--- config.mk ---
export PLATFORM = sky130hd
export DESIGN_NAME = ecmp_sched_flat
export DESIGN_NICKNAME = d
export VERILOG_FILES = /design/src/rtl/ecmp_sched_if.sv /design/src/rtl/ecmp_sched.sv /design/src/flat_wrapper.sv
export SDC_FILE = /design/constraint.sdc
export NUM_CORES = 1
export LEC_CHECK = 0
export CAP_MARGIN = 15
export CORE_AREA = 10 10 89 91
export CTS_CLUSTER_DIAMETER = 200
export DETAILED_ROUTE_END_ITERATION = 8
export DIE_AREA = 0 0 99 101
export PLACE_DENSITY_LB_ADDON = 0.12
export SLEW_MARGIN = 20
export SYNTH_ARGS = -nofsm -noshare
export SYNTH_HDL_FRONTEND = slang
export SYNTH_SLANG_ARGS = --single-unit
--- constraint.sdc ---
create_clock -name clk -period 2.6 [get_ports clk]
set_clock_uncertainty 0.05 [all_clocks]
set_input_delay 0.39 -clock clk [delete_from_list [all_inputs] [get_ports clk]]
set_output_delay 0.39 -clock clk [all_outputs]
set_load 0.05 [all_outputs]
--- src/rtl/ecmp_sched_if.sv ---
// ecmp_sched_if: bundle of request, divider and response signals of the
// ECMP next-hop scheduler.
//   req_*   : per-requester flat vectors (requester i at lane i)
//   div_*   : operands to / remainder from the shared external divider
//   resp_*  : single result channel with valid/ready handshake
// slave  = scheduler side, master = requesters + divider + downstream.
interface ecmp_sched_if #(
  parameter int NUM_REQ = 4,
  parameter int BASE_W  = 8
);
  logic [NUM_REQ-1:0]        req_vld;
  logic [NUM_REQ-1:0]        req_rdy;
  logic [4*NUM_REQ-1:0]      req_hash;
  logic [4*NUM_REQ-1:0]      req_nh_count;
  logic [BASE_W*NUM_REQ-1:0] req_nh_base;
  logic [3:0]                div_dividend;
  logic [3:0]                div_divisor;
  logic [3:0]                div_remainder;
  logic                      resp_vld;
  logic                      resp_rdy;
  logic [2:0]                resp_id;
  logic [BASE_W-1:0]         resp_nh;
  logic                      resp_err;

  modport slave (
    input  req_vld, req_hash, req_nh_count, req_nh_base, div_remainder, resp_rdy,
    output req_rdy, div_dividend, div_divisor, resp_vld, resp_id, resp_nh, resp_err
  );

  modport master (
    output req_vld, req_hash, req_nh_count, req_nh_base, div_remainder, resp_rdy,
    input  req_rdy, div_dividend, div_divisor, resp_vld, resp_id, resp_nh, resp_err
  );
endinterface

--- src/rtl/ecmp_sched.sv ---
// ecmp_sched: picks an equal-cost next hop for one requester at a time,
// sharing a single external divider (hash mod nh_count).
//   clk   : single clock, rising edge
//   reset : asynchronous, active low
//   bus   : ecmp_sched_if.slave (requests, divider operands/result, response)
// Flow: IDLE (round-robin grant, req_rdy pulse) -> ISSUE (operands out)
//       -> CAPT (remainder sampled, result registered) -> RESP (hold until
//       accepted). One transaction in flight; grants are >= 4 cycles apart.
module ecmp_sched #(
  parameter int NUM_REQ = 4,
  parameter int BASE_W  = 8
) (
  input  logic          clk,
  input  logic          reset,
  ecmp_sched_if.slave   bus
);
  typedef enum logic [1:0] {IDLE, ISSUE, CAPT, RESP} state_t;

  state_t            state;
  logic [2:0]        rr_ptr;    // first requester searched at next grant
  logic [2:0]        id_q;
  logic [3:0]        hash_q;
  logic [3:0]        cnt_q;
  logic [BASE_W-1:0] base_q;
  logic              resp_vld_q;
  logic              resp_err_q;
  logic [2:0]        resp_id_q;
  logic [BASE_W-1:0] resp_nh_q;

  // Round-robin: lowest valid index >= rr_ptr, else lowest valid overall
  // (the wrap). Descending loop lets the lowest match overwrite.
  logic              hit_hi, hit_lo, gnt_any;
  logic [2:0]        id_hi, id_lo, gnt_id;
  logic [3:0]        hash_sel, cnt_sel;
  logic [BASE_W-1:0] base_sel;

  always_comb begin
    hit_hi = 1'b0;
    hit_lo = 1'b0;
    id_hi  = '0;
    id_lo  = '0;
    for (int k = NUM_REQ-1; k >= 0; k--) begin
      if (bus.req_vld[k]) begin
        hit_lo = 1'b1;
        id_lo  = 3'(k);
        if (3'(k) >= rr_ptr) begin
          hit_hi = 1'b1;
          id_hi  = 3'(k);
        end
      end
    end
    gnt_any = hit_lo;
    gnt_id  = hit_hi ? id_hi : id_lo;
  end

  // Operand mux for the granted requester.
  always_comb begin
    hash_sel = '0;
    cnt_sel  = '0;
    base_sel = '0;
    for (int k = 0; k < NUM_REQ; k++) begin
      if (gnt_id == 3'(k)) begin
        hash_sel = bus.req_hash[4*k +: 4];
        cnt_sel  = bus.req_nh_count[4*k +: 4];
        base_sel = bus.req_nh_base[BASE_W*k +: BASE_W];
      end
    end
  end

  // Grant pulse is combinational in IDLE; gated by reset so nothing is
  // accepted before the first edge after release.
  logic grant_en;
  assign grant_en = reset && (state == IDLE) && gnt_any;

  always_comb begin
    bus.req_rdy = '0;
    for (int k = 0; k < NUM_REQ; k++)
      bus.req_rdy[k] = grant_en && (gnt_id == 3'(k));
  end

  // Divider may return out-of-range values; clamp to 0. count==0 also
  // forces r=0 so the result is the base itself.
  logic [3:0] r_fix;
  assign r_fix = ((cnt_q == 4'd0) || (bus.div_remainder >= cnt_q)) ? 4'd0 : bus.div_remainder;

  always_ff @(posedge clk or negedge reset) begin
    if (!reset) begin
      state      <= IDLE;
      rr_ptr     <= '0;
      id_q       <= '0;
      hash_q     <= '0;
      cnt_q      <= '0;
      base_q     <= '0;
      resp_vld_q <= 1'b0;
      resp_err_q <= 1'b0;
      resp_id_q  <= '0;
      resp_nh_q  <= '0;
    end else begin
      case (state)
        IDLE: if (gnt_any) begin
          id_q   <= gnt_id;
          hash_q <= hash_sel;
          cnt_q  <= cnt_sel;
          base_q <= base_sel;
          rr_ptr <= (gnt_id == 3'(NUM_REQ-1)) ? 3'd0 : gnt_id + 3'd1;
          state  <= ISSUE;
        end
        ISSUE: state <= CAPT;
        CAPT: begin
          resp_nh_q  <= base_q + BASE_W'(r_fix);
          resp_err_q <= (cnt_q == 4'd0);
          resp_id_q  <= id_q;
          resp_vld_q <= 1'b1;
          state      <= RESP;
        end
        RESP: if (bus.resp_rdy) begin
          resp_vld_q <= 1'b0;
          state      <= IDLE;
        end
        default: state <= IDLE;
      endcase
    end
  end

  // Operands come straight from the latched registers: stable ISSUE..CAPT.
  assign bus.div_dividend = hash_q;
  assign bus.div_divisor  = cnt_q;
  assign bus.resp_vld     = resp_vld_q;
  assign bus.resp_err     = resp_err_q;
  assign bus.resp_id      = resp_id_q;
  assign bus.resp_nh      = resp_nh_q;
endmodule

--- src/flat_wrapper.sv ---
// flat-port wrapper written by rule: the top's interface ports become plain ports
module ecmp_sched_flat 
#(
  parameter int NUM_REQ = 4,
  parameter int BASE_W  = 8
)
  (clk, reset, bus_req_vld, bus_req_hash, bus_req_nh_count, bus_req_nh_base, bus_div_remainder, bus_resp_rdy, bus_req_rdy, bus_div_dividend, bus_div_divisor, bus_resp_vld, bus_resp_id, bus_resp_nh, bus_resp_err);
  ecmp_sched_if #(.NUM_REQ(NUM_REQ), .BASE_W(BASE_W)) bus_i ();
  input  logic clk;
  input  logic reset;
  input wire logic [$bits(bus_i.req_vld)-1:0] bus_req_vld;
  input wire logic [$bits(bus_i.req_hash)-1:0] bus_req_hash;
  input wire logic [$bits(bus_i.req_nh_count)-1:0] bus_req_nh_count;
  input wire logic [$bits(bus_i.req_nh_base)-1:0] bus_req_nh_base;
  input wire logic [$bits(bus_i.div_remainder)-1:0] bus_div_remainder;
  input wire logic [$bits(bus_i.resp_rdy)-1:0] bus_resp_rdy;
  output wire logic [$bits(bus_i.req_rdy)-1:0] bus_req_rdy;
  output wire logic [$bits(bus_i.div_dividend)-1:0] bus_div_dividend;
  output wire logic [$bits(bus_i.div_divisor)-1:0] bus_div_divisor;
  output wire logic [$bits(bus_i.resp_vld)-1:0] bus_resp_vld;
  output wire logic [$bits(bus_i.resp_id)-1:0] bus_resp_id;
  output wire logic [$bits(bus_i.resp_nh)-1:0] bus_resp_nh;
  output wire logic [$bits(bus_i.resp_err)-1:0] bus_resp_err;
  assign bus_i.req_vld = bus_req_vld;
  assign bus_i.req_hash = bus_req_hash;
  assign bus_i.req_nh_count = bus_req_nh_count;
  assign bus_i.req_nh_base = bus_req_nh_base;
  assign bus_i.div_remainder = bus_div_remainder;
  assign bus_i.resp_rdy = bus_resp_rdy;
  assign bus_req_rdy = bus_i.req_rdy;
  assign bus_div_dividend = bus_i.div_dividend;
  assign bus_div_divisor = bus_i.div_divisor;
  assign bus_resp_vld = bus_i.resp_vld;
  assign bus_resp_id = bus_i.resp_id;
  assign bus_resp_nh = bus_i.resp_nh;
  assign bus_resp_err = bus_i.resp_err;
  ecmp_sched #(.NUM_REQ(NUM_REQ), .BASE_W(BASE_W)) u_core (.clk(clk), .reset(reset), .bus(bus_i));
endmodule
==> results of run 1 <==
==> sequential cells by signal (all words and copies together), names as in the netlist <==
name,count
u_core.bus.resp_id,2
u_core.rr_ptr,2
u_core.bus.resp_vld,1
u_core.bus.div_divisor,4
u_core.base_q,8
u_core.id_q,2
u_core.bus.div_dividend,4
u_core.bus.resp_err,1
u_core.state,2
u_core.bus.resp_nh,8
==> worst max-delay path by stage <==
stage | to | slack (ns) | cells after the start
final | u_core.bus.resp_nh[4] | 0.09 | 8
after global routing | u_core.bus.resp_nh[5] | -0.007 | 9
after CTS | u_core.bus.resp_nh[4] | 0.003 | 8
after detailed placement | u_core.bus.resp_nh[6] | -0.39 | 12
after global placement | u_core.bus.resp_nh[4] | -0.35 | 12
after floorplan | u_core.bus.resp_nh[4] | 0.02 | 11
==> worst max-delay path, cell delays in order (launching register included) <==
cell     delay, ns
dfrtp_2       0.42
or4_4         0.58
nor4b_4       0.16
ha_2          0.21
fa_2          0.34
a21o_1        0.18
a21oi_2       0.14
xnor2_1       0.07
mux2_4        0.25
==> kinds of logic after synthesis <==
| family | synth area share |
|---|---|
| AOI/OAI and AO/OA | 0.272 |
| and+or+nand+nor | 0.137 |
| buffers and inverters | 0.0941 |
| DFF | 0.359 |
| adders and majority gates | 0.0877 |
| muxes | 0.0365 |
| xor gates and xnor gates | 0.0111 |
| other | 0.00158 |
==> what timing repair did <==
action	in CTS	in global routing
hold buffers	1	0
setup buffers	3	1
gates resized for setup	20	8
cloned	0	0
setup endpoints to repair	9	8
pin swaps	15	9
hold endpoints to repair	1	0
==> per-layer routing <==
layer	routed length, um	up-vias	GRT usage
met2	3160	86	0.234
met5	0	-	0
met4	85	0	0.0430
met3	888	6	0.0816
li1	-	1240	-
met1	3100	1079	0.169
==> layout make-up <==
type                            instances  area, sq um  share of cell area
Multi-Input combinational cell        197         1440               0.365
Timing Repair Buffer                  137         1350               0.342
Sequential cell                        34          857               0.218
Inverter                               30          113              0.0286
Tap cell                               77         96.3              0.0245
Clock buffer                            7         86.3              0.0220
==> metrics by stage <==
stage,total power [mW],cell area [sq um]
after floorplan,2.85,2400
after CTS,4.35,3870
after global placement,3.82,3700
final,4.37,3930
after detailed placement,3.85,3700
after global routing,4.77,3930
==> report_power, final <==
part / internal, mW / leakage [nW] / switching [mW] / total (mW)
Combinational: 1.34 / 1.30 / 1.65 / 2.98
Clock: 0.210 / 0.0443 / 0.180 / 0.390
Sequential: 0.801 / 0.409 / 0.198 / 0.999
Total: 2.35 / 1.76 / 2.03 / 4.37
==> placed cells by master (no fill, tap or decap), types with 3 or more instances in the layout <==
| master | instances |
|---|---|
| clkdlybuf4s50_1 | 87 |
| a21oi_1 | 37 |
| buf_4 | 35 |
| nand2_1 | 32 |
| inv_1 | 29 |
| dfrtp_1 | 29 |
| o21ai_0 | 27 |
| a22oi_1 | 12 |
| ha_1 | 7 |
| buf_12 | 7 |
| nor2_1 | 6 |
| ha_2 | 6 |
| clkbuf_8 | 6 |
| nand3b_1 | 5 |
| dlygate4sd2_1 | 5 |
| dfrtp_2 | 5 |
| and3_4 | 4 |
| o21ai_1 | 4 |
| mux2_2 | 4 |
| a211oi_1 | 4 |
| mux2i_1 | 3 |
| a221oi_1 | 3 |
==> impl_metrics.ini, run 1 <==
[outcome]
status = finished, final reports clean

[synth]
synth.most_common_cell = a21oi_1
synthArstFlopShare = 1.00
synth_edf_count = 0
netlist_top_cells_count = a21oi_1 (39), dfrtp_1 (34), nand2_1 (32), o21ai_0 (30), inv_1 (29)
synth_top_area_cell = dfrtp_1
synth_area_leaders = dfrtp_1 (36%), a21oi_1 (8.2%), ha_1 (7.9%), o21ai_0 (6.3%), nand2_1 (5.1%)
synth_seq_cells = 34
synth.distinct_cells = 49
syn_nets = 372
yosysSeqAreaShare = 0.359
synth_area_sq_mm = 0.00237
ys_warn_count = 0
synth.top_cell.area_share = 0.359
synth_cells = 281
syn_avg_cell_area_sq_um = 8.42
synth_ff_type = dfrtp_1

[sta]
worst-slew-pin-transition_ns = 0.764
setup-violations-final = 0
period_needed_ns = 2.51
maxSlewViolCount = 0
slew-limit-headroom = 0.490
timing.hold.ws_ns = 0.410
setup_slack_ns = 0.0874
fmax_mhz = 398
hold_viol = 0
fin_crit_sh = 0.966
rsz0062_at_grt = yes
fin_setup_tns_ns = 0

[final_layout]
finish.utilization = 0.634
fill_cells = 563
layout-drive-gt1-share = 0.212
layout.nets = 496
synthToLayoutAreaGrowth_pct = 66.1
instances_no_fill = 482
diodes = 0

[clock_tree]
cts_tree = built
clock_latency_ns = 0.28
cts_root_buf = clkbuf_8
h-tree-depth = 2
cts_buffer_depth = 2
clock_sinks = 34
cts_buffers = 5
clkTransAtPathRegs_ns = 0.06

[global_route]
grt_pass1_wl_mm = 12.3
gr-usage-all-layers = 0.149
grt_pass1_vias = 2569
gr-total-overflow = 0
grt_max_degree = 34
antenna_found_initial = 0

[setup_path]
startpoint = u_core.bus.div_divisor[0]
rr_worst_depth = 8
timing.rr.end = u_core.bus.resp_nh[4]
critPathKind = reg -> reg
r2r_start = u_core.bus.div_divisor[0]
r2r_setup_slack_ns = 0.09
required_ns = 2.72
crit_arrival_ns = 2.63
start_kind = register
endpoint_kind = register
crit_path_max_fanout = 5

[route]
ant_nets = 0
wire_per_inst_um = 15.0
viasPerCell = 5.00
routed_wl_mm = 7.23
drt_iter0_markers = 94
drt_pass1_iterations = 4
num_vias = 2411
drc = 0

[placement]
dp_hpwl_mm = 5.93
place.gp.congestion = 0.778
placed_cells = 470
post-place-ws_ns = -0.387
portBuffers = 98

[power]
power.density_mw_per_mm2 = 1110
leakagePower_nw = 1.76
peakVddDrop_v = 0.000588

[hold_path]
hold_class = in -> async

[floorplan]
initial_utilization = 0.382
fp-row-count = 29
die_area_sq_mm = 0.0100
die_x_um = 99
ios = 100
core_area_sq_mm = 0.00620
fp.dieH_um = 101

[flow_run]
cap_violations = 0
Note: power is estimated with default switching activity, not from simulation.
==> run 2: changes to the inputs <==
SLEW_MARGIN = 5   (was 20)
==> results of run 2 <==
The final DEF is identical to that of run 1; final timing and power are the same.
==> run 3: changes to the inputs <==
CORE_AREA = 10 10 86 88   (was 10 10 89 91)
DIE_AREA = 0 0 96 98   (was 0 0 99 101)
clock period = 2.65 ns   (was 2.6 ns; I/O delays follow)
==> impl_metrics.ini, run 3 (synthesis results as in run 1) <==
[flow_run]
cap_violations = 0

[sta]
worst-slew-pin-transition_ns = 0.556
fin_setup_tns_ns = 0
rsz0062_at_grt = yes
setup-violations-final = 0
maxSlewViolCount = 0
fin_crit_sh = 0.982
slew-limit-headroom = 0.628
fmax_mhz = 384
period_needed_ns = 2.60
setup_slack_ns = 0.0475
hold_viol = 0

[floorplan]
core_area_sq_mm = 0.00575
initial_utilization = 0.412
die_x_um = 96
fp.dieH_um = 98
fp-row-count = 28
ios = 100
die_area_sq_mm = 0.00941

[setup_path]
start_kind = register
max_stage_delay_ns = 0.38
crit_path_max_fanout = 4
crit_arrival_ns = 2.73
required_ns = 2.78
crit_slowest_cell = dfrtp_2
worstPathCellList = inv_1 -> ha_1 -> o21ai_2 -> a21oi_2 -> nor4b_1 -> ha_2 -> fa_2 -> a21o_1 -> a21oi_2 -> xnor2_1 -> mux2_2
endpoint_kind = register
cp_common_cell = a21oi_2
critPathKind = reg -> reg

[clock_tree]
cts_tree = built
cts_root_buf = clkbuf_8
clkTransAtPathRegs_ns = 0.08
h-tree-depth = 2
clock_sinks = 34
clock_latency_ns = 0.29
cts_buffer_depth = 2
cts_buffers = 5

[global_route]
grt.met1_usage = 0.186
met2_usage = 0.247
grt-busiest-layer = met2
met3_usage = 0.0597
gr-usage-all-layers = 0.155
grt_max_degree = 34
antenna_found_initial = 0
grt_pass1_wl_mm = 12.0
gr-total-overflow = 0
grt_pass1_vias = 2520

[final_layout]
layout_commonest_cell = clkdlybuf4s50_1
instances_no_fill = 483
final_cell_mix = clkdlybuf4s50_1 (87), a21oi_1 (36), buf_4 (35)
layout.nets = 498
fin_area_sq_mm = 0.00402
layout-drive-gt1-share = 0.216
diodes = 0
synthToLayoutAreaGrowth_pct = 70.0

[hold_path]
hold_class = reg -> reg

[route]
drc = 0
routed_wl_mm = 7.48
num_vias = 2461
viasPerCell = 5.10
drt_pass1_iterations = 4
ant_nets = 0
drt_iter0_markers = 110
wire_per_inst_um = 15.5

[placement]
placed_cells = 470
post_dp_cell_area_sq_mm = 0.00370
place.gp.congestion = 0.840
post-place-ws_ns = -0.436
portBuffers = 98
dp_hpwl_mm = 5.88

[power]
p_total_mw = 4.61
leakagePower_nw = 1.82
power.density_mw_per_mm2 = 1150
peakVddDrop_v = 0.000640

[outcome]
status = finished, final reports clean
==> run 3: cell count changes in the layout (fill, tap and decap cells not counted), moves of 2 or more <==
cell	previous run	this run
dlygate4sd2_1	5	1
and3_4	4	1
inv_1	29	27
ha_4	2	5
bufinv_16	0	2
a21oi_2	1	3
buf_12	7	9
and3_1	0	3
inv_2	1	3
dlymetal6s2s_1	1	5
ha_2	6	3
==> run 3: worst max-delay path: cells and delay by family (launching register included) <==
| family | cells | cell delay (ns) |
|---|---|---|
| XOR/XNOR | 1 | 0.08 |
| flip-flops | 1 | 0.38 |
| adder cells (fa/ha/maj) | 3 | 0.88 |
| buffers and inverters | 1 | 0.07 |
| multiplexers | 1 | 0.25 |
| AND/OR/NAND/NOR | 1 | 0.10 |
| AO/OA/AOI/OAI | 4 | 0.68 |
==> run 3: power breakdown <==
part	switching [mW]	total, mW	internal, mW
Combinational	1.67	3.05	1.38
Clock	0.202	0.579	0.377
Sequential	0.197	0.980	0.783
==> run 3: per-layer routing <==
layer  wire length, um  share of wire
met2              3590           0.48
met1              3150           0.42
met5                 0              0
met3               614          0.082
met4               119          0.016
==> run 3: timing repair <==
action	in CTS	in global routing
setup buffers	2	3
resized for setup	19	18
hold buffers	1	0
pin swaps	10	15
endpoints found under the setup margin	9	13
hold endpoints to repair	1	0
==> run 3: cell type report <==
cell class | instances | area (sq um)
Inverter | 30 | 113
Fill cell | 471 | 1720
Clock buffer | 5 | 68.8
Multi-Input combinational cell | 197 | 1420
Timing Repair Buffer | 139 | 1400
Tap cell | 75 | 93.8
Clock inverter | 3 | 68.8
Sequential cell | 34 | 856
==> run 3: path summary, 6_finish.rpt <==
check / to / cells after the start / from / slack (ns)
min in group asynchronous: u_core.bus.div_dividend[3] / 2 / reset / 0.44
max in group asynchronous: u_core.bus.div_divisor[3] / 3 / reset / 1.49
hold reg to reg: u_core.bus.div_dividend[2] / 2 / u_core.bus.div_dividend[2] / 0.43
hold / removal: u_core.bus.div_dividend[2] / 2 / u_core.bus.div_dividend[2] / 0.43
setup reg to reg: u_core.bus.resp_nh[4] / 11 / u_core.bus.div_divisor[1] / 0.05
setup / recovery: u_core.bus.resp_nh[4] / 11 / u_core.bus.div_divisor[1] / 0.05
==> run 3: per-stage QoR <==
| stage | hold slack (ns) | util |
|---|---|---|
| finish | 0.430 | 0.700 |
| global route | 0.459 | 0.700 |
| CTS | 0.427 | 0.685 |
| detailed placement | 0.156 | 0.645 |
| global placement | 0.152 | 0.645 |
| floorplan | 0.0519 | - |
